**config.mk**
```make
export PLATFORM = sky130hd
export DESIGN_NAME = mem_arbiter
export DESIGN_NICKNAME = d
export VERILOG_FILES = /design/src/rtl/mem_arbiter.sv
export SDC_FILE = /design/constraint.sdc
export NUM_CORES = 1
export LEC_CHECK = 0
export ABC_AREA = 1
export ABC_CLOCK_PERIOD_IN_PS = 1600
export BUFFER_PORTS_ARGS = -buffer_cell sky130_fd_sc_hd__buf_2
export CAP_MARGIN = 15
export CORE_AREA = 8 8 129 131
export DETAILED_ROUTE_END_ITERATION = 8
export DIE_AREA = 0 0 137 139
export PLACE_DENSITY = 0.8
export SLEW_MARGIN = 20
export SYNTH_ARGS = -nofsm -noshare
export SYNTH_HDL_FRONTEND = slang
export SYNTH_SLANG_ARGS = --single-unit
```
**constraint.sdc**
```tcl
create_clock -name clock -period 1.6 [get_ports clock]
set_clock_uncertainty 0.1 [all_clocks]
set_input_delay 0 -clock clock [delete_from_list [all_inputs] [get_ports clock]]
set_output_delay 0 -clock clock [all_outputs]
set_load 0.05 [all_outputs]
```
**src/rtl/mem_arbiter.sv**
```systemverilog
// Two-master round-robin front end for the SRAM controller: one-entry request
// buffer toward the tagged mem_* port and tag-based demux of returned burst data.
module mem_arbiter #(
    parameter int unsigned burst_bits   = 2,
    parameter int unsigned burst_length = 1 << burst_bits
) (
    input  logic        clock,
    input  logic        rst_n,
    input  logic [29:0] m0_address,
    input  logic        m0_read,
    output logic        m0_waitrequest,
    output logic [31:0] m0_readdata,
    output logic        m0_readdatavalid,
    input  logic [29:0] m1_address,
    input  logic        m1_read,
    input  logic        m1_write,
    input  logic [31:0] m1_writedata,
    input  logic [3:0]  m1_writedatamask,
    output logic        m1_waitrequest,
    output logic [31:0] m1_readdata,
    output logic        m1_readdatavalid,
    input  logic        mem_waitrequest,
    output logic [1:0]  mem_id,
    output logic [29:0] mem_address,
    output logic        mem_read,
    output logic        mem_write,
    output logic [31:0] mem_writedata,
    output logic [3:0]  mem_writedatamask,
    input  logic [31:0] mem_readdata,
    input  logic [1:0]  mem_readdataid
);

    localparam int unsigned CW = burst_bits + 1;
    localparam logic [CW-1:0] BURST_LOAD = CW'(burst_length);

    logic          valid_q, valid_d;
    logic [1:0]    id_q, id_d;
    logic [29:0]   addr_q, addr_d;
    logic          rd_q, rd_d;
    logic          wr_q, wr_d;
    logic [31:0]   data_q, data_d;
    logic [3:0]    mask_q, mask_d;
    logic          ptr_q, ptr_d;
    logic [CW-1:0] outst0_q, outst0_d;
    logic [CW-1:0] outst1_q, outst1_d;
    logic [31:0]   r0_data_q, r0_data_d;
    logic          r0_valid_q, r0_valid_d;
    logic [31:0]   r1_data_q, r1_data_d;
    logic          r1_valid_q, r1_valid_d;

    logic consumed, free, elig0, elig1, gnt0, gnt1;

    always_comb begin
        consumed = valid_q & ~mem_waitrequest;
        free     = ~valid_q | consumed;
        // rst_n gating keeps both waitrequests high for the whole reset window
        elig0    = rst_n & free & m0_read & (outst0_q == '0);
        elig1    = rst_n & free & (m1_read ? (outst1_q == '0) : m1_write);
        gnt0     = elig0 & (~elig1 | ptr_q);
        gnt1     = elig1 & (~elig0 | ~ptr_q);
    end

    always_comb begin
        valid_d = valid_q;
        id_d    = id_q;
        addr_d  = addr_q;
        rd_d    = rd_q;
        wr_d    = wr_q;
        data_d  = data_q;
        mask_d  = mask_q;
        ptr_d   = ptr_q;
        if (gnt0) begin
            valid_d = 1'b1;
            id_d    = 2'd1;
            addr_d  = m0_address;
            rd_d    = 1'b1;
            wr_d    = 1'b0;
            data_d  = '0;
            mask_d  = '0;
            ptr_d   = 1'b0;
        end else if (gnt1) begin
            valid_d = 1'b1;
            id_d    = 2'd2;
            addr_d  = m1_address;
            rd_d    = m1_read;
            wr_d    = ~m1_read;
            data_d  = m1_writedata;
            mask_d  = m1_writedatamask;
            ptr_d   = 1'b1;
        end else if (consumed) begin
            valid_d = 1'b0;
        end
    end

    always_comb begin
        outst0_d = outst0_q;
        outst1_d = outst1_q;
        if (gnt0) begin
            outst0_d = BURST_LOAD;
        end else if (mem_readdataid == 2'd1 && outst0_q != '0) begin
            outst0_d = outst0_q - 1'b1;
        end
        if (gnt1 && m1_read) begin
            outst1_d = BURST_LOAD;
        end else if (mem_readdataid == 2'd2 && outst1_q != '0) begin
            outst1_d = outst1_q - 1'b1;
        end
    end

    always_comb begin
        r0_data_d  = r0_data_q;
        r1_data_d  = r1_data_q;
        r0_valid_d = (mem_readdataid == 2'd1);
        r1_valid_d = (mem_readdataid == 2'd2);
        if (r0_valid_d) r0_data_d = mem_readdata;
        if (r1_valid_d) r1_data_d = mem_readdata;
    end

    always_ff @(posedge clock or negedge rst_n) begin
        if (!rst_n) begin
            valid_q    <= 1'b0;
            id_q       <= '0;
            addr_q     <= '0;
            rd_q       <= 1'b0;
            wr_q       <= 1'b0;
            data_q     <= '0;
            mask_q     <= '0;
            ptr_q      <= 1'b0;
            outst0_q   <= '0;
            outst1_q   <= '0;
            r0_data_q  <= '0;
            r0_valid_q <= 1'b0;
            r1_data_q  <= '0;
            r1_valid_q <= 1'b0;
        end else begin
            valid_q    <= valid_d;
            id_q       <= id_d;
            addr_q     <= addr_d;
            rd_q       <= rd_d;
            wr_q       <= wr_d;
            data_q     <= data_d;
            mask_q     <= mask_d;
            ptr_q      <= ptr_d;
            outst0_q   <= outst0_d;
            outst1_q   <= outst1_d;
            r0_data_q  <= r0_data_d;
            r0_valid_q <= r0_valid_d;
            r1_data_q  <= r1_data_d;
            r1_valid_q <= r1_valid_d;
        end
    end

    assign m0_waitrequest    = ~gnt0;
    assign m1_waitrequest    = ~gnt1;
    assign mem_read          = valid_q & rd_q;
    assign mem_write         = valid_q & wr_q;
    assign mem_id            = id_q;
    assign mem_address       = addr_q;
    assign mem_writedata     = data_q;
    assign mem_writedatamask = mask_q;
    assign m0_readdata       = r0_data_q;
    assign m0_readdatavalid  = r0_valid_q;
    assign m1_readdata       = r1_data_q;
    assign m1_readdatavalid  = r1_valid_q;

endmodule

```
==> metrics.txt <==
Critical Path RT=1.85 ns; RR Endpoint=mem_address[9]; number of global-route vias before repair=7,635; sequential share of the synthesized area=58.0%; DIE AREA=19,000 um2; gr ovfl total=0; CP Capture Type=register; antenna violations before repair=3; CP cell instances=inv_2 -> ha_4 -> inv_2 -> nor2_4 -> nand2_2 -> nor2_4 -> buf_12 -> buf_4 -> buf_12 -> nand3_1 -> nand2_1 -> inv_1 -> nand2_1; gpl congestion=0.806; r2r setup slk=-0.75 ns; FMAX=426 MHz; layout cells sized above 1=42.6%; Crit-path slowest cell=dfrtp_1; Setup CP Type=reg2reg; Final WS setup=-0.749 ns; Tightest Pin Transition=0.677 ns; Reg2Reg Depth=13; largest net degree at the start of global routing=66; top cells by area, synth=dfrtp_1 58%, nand3_1 14%, nand2_1 11%; Rows=45; Root Buffer=clkbuf_16; via/cell ratio=5.59; RSZ-0062 raised after global routing=yes; Routed wire per std cell=22.2 um; top cell type by total area after synthesis=dfrtp_1; DRC violations left=0; asr flop ratio synth=100%; FF+latch count, synth=143; H-tree levels=4; die height=139 um; number of flops mapped to enable cells by yosys=0; Hold Vio Cnt, Final=0; Syn Area/Cell=8.70 um2; Mapped Area=6170 um2; IO Port Bufs=273; Hold WC Path Type=in2reg; slowest stage delay, CP=0.41 ns; number of buffers created by CTS=17; Mapped Nets=849; Relative slew margins=54.8%; worst hold path endpoint=mem_id[1]; core area=14,800 um2; io pins=274; CTS clk-pin slew, worst paths=0.07 ns; R2R Path Start=outst0_q[0]; cells after synthesis=709; outcome=finished, violations left; Final min period=2.35 ns; vias=7,621; final core utilization=76.0%; CP Max Fanout=11; Layout area overhead=81.6%; Sink Count=143; PwrDens=1750 nW/um2; top cell type's share of synthesized area=58.0%; count leader, synth=nand2_1; Worst VDD drop=0.830 mV; die width=137 um; Leak=0.00594 uW; first-pass GRT wire length=40,500 um; clk buf depth=2; dpl ws=-0.171 ns; Nets=1,301; Yosys warning total=0; final wirelength=30,300 um; drt first pass iters=7; Post-synth top flop=dfrtp_1; post-route clock period utilization=147%; Initial Util=41.8%; hold_sp=m1_write; number of nets with antenna violations after detailed routing=0; commonest cells in the netlist=175 x nand2_1, 169 x nand3_1, 143 x dfrtp_1, 79 x inv_1, 67 x o21ai_0; Hold Crit Depth=5; max-slew violation count=0; Tot GR Track Use=27.0%; Critical Path AT=2.60 ns; Worst-Skew Late Latency=0.41 ns; Cell variety after synth=22; Fin Hold WS=0.0168 ns; Iter 0 DRT Violations=747; # setup viols final=78; failing checks=negative setup slack; CTS tree=done; Max-cap violations=0; Critical Path Start Type=register; Detailed Place HPWL=13,700 um
## kinds of logic (layout without fill, tap and decap cells)
| logic type | Yosys count | in the layout | share of synthesized area, % |
|---|---|---|---|
| buffers and inverters | 129 | 594 | 8.98 |
| AOI/OAI and AO/OA | 70 | 70 | 5.72 |
| other | 0 | 2 | 0 |
| adders and majority gates | 4 | 4 | 0.811 |
| and+or+nand+nor | 361 | 361 | 26.2 |
| xor gates and xnor gates | 2 | 2 | 0.284 |
| DFF | 143 | 143 | 58.0 |
## critical path, delay by kind of cell (launching register included)
kind | cells | cell delay, ns
and+or+nand+nor | 6 | 0.96
buffers and inverters | 6 | 0.68
DFF | 1 | 0.41
adders and majority gates | 1 | 0.14
## per-stage QoR
step | cells | instance area, um2 | total power [uW] | TNS [ns]
6_report | 1364 | 11200 | 19600 | -30.25
5_1_grt | 1364 | 11200 | 20300 | -33.44
4_1_cts | 1353 | 10600 | 18100 | -16.39
3_5_place_dp | 1158 | 8050 | 13400 | -7.64
3_3_place_gp | 1158 | 8050 | 13200 | -3.99
2_1_floorplan | 709 | 6260 | 11100 | -0.772
## metal layers
| metal | vias up | part of all wire [%] | track usage, % |
|---|---|---|---|
| li1 | 3191 | - | - |
| met1 | 3568 | 34 | 30.0 |
| met2 | 667 | 47 | 43.4 |
| met3 | 195 | 13 | 10.0 |
| met4 | 0 | 6.3 | 15.4 |
| met5 | - | 0 | 0 |
## sequential cells by signal, indices dropped and copies added, names as in the netlist
signal	cells
m1_readdata	32
outst1_q	3
outst0_q	3
m1_readdatavalid	1
mem_writedata	32
mem_address	30
wr_q	1
mem_writedatamask	4
rd_q	1
mem_id	2
m0_readdata	32
m0_readdatavalid	1
valid_q	1
## final cells by class
type,instances,area (um2)
Antenna cell,2,5.00
Clock buffer,17,425
Clock inverter,15,136
Fill cell,844,3550
Inverter,80,303
Multi-Input combinational cell,437,2670
Sequential cell,143,3580
Tap cell,188,235
Timing Repair Buffer,482,3850
## power by group
| group | switching [uW] | leakage, uW | internal (uW) |
|---|---|---|---|
| Clock | 1630 | 0.000266 | 2150 |
| Sequential | 982 | 0.00177 | 4750 |
| Combinational | 7030 | 0.00390 | 3090 |
## how the worst max path moves through the flow
stage                       end  slack (ns)   startpoint  cells after the start
5_1_grt          mem_address[9]       -0.82  outst0_q[1]                     13
3_5_place_dp        outst0_q[1]       -0.17  outst0_q[1]                     11
3_3_place_gp               wr_q       -0.12  outst0_q[1]                     11
6_report         mem_address[9]       -0.75  outst0_q[0]                     13
2_1_floorplan  mem_writedata[0]       -0.05  outst0_q[1]                     11
4_1_cts          m0_waitrequest       -0.31  outst0_q[0]                     10
## placed cells by master, fill, tap and decap left out, types with 8 or more instances in the layout
cell	Yosys	routed
buf_4	8	33
buf_12	0	19
inv_2	1	8
dfrtp_1	143	143
nand3_2	1	60
clkbuf_16	0	21
nand2_2	6	22
dlygate4sd3_1	0	133
buf_16	0	9
buf_2	20	270
inv_1	79	71
nand2_1	175	155
buf_6	2	10
nand3_1	169	95
o21ai_0	67	66
nand3_4	0	15
## repair_timing
| item | 4_1_cts | 5_1_grt |
|---|---|---|
| hold buffers | 133 | 0 |
| endpoints found under the hold margin | 282 | 0 |
| setup endpoints to repair | 77 | 78 |
| gates resized for setup | 61 | 96 |
| pin swaps | 14 | 36 |
| buffers inserted | 23 | 7 |
| cloned | 10 | 4 |
Note: power is estimated with default switching activity, not from simulation.
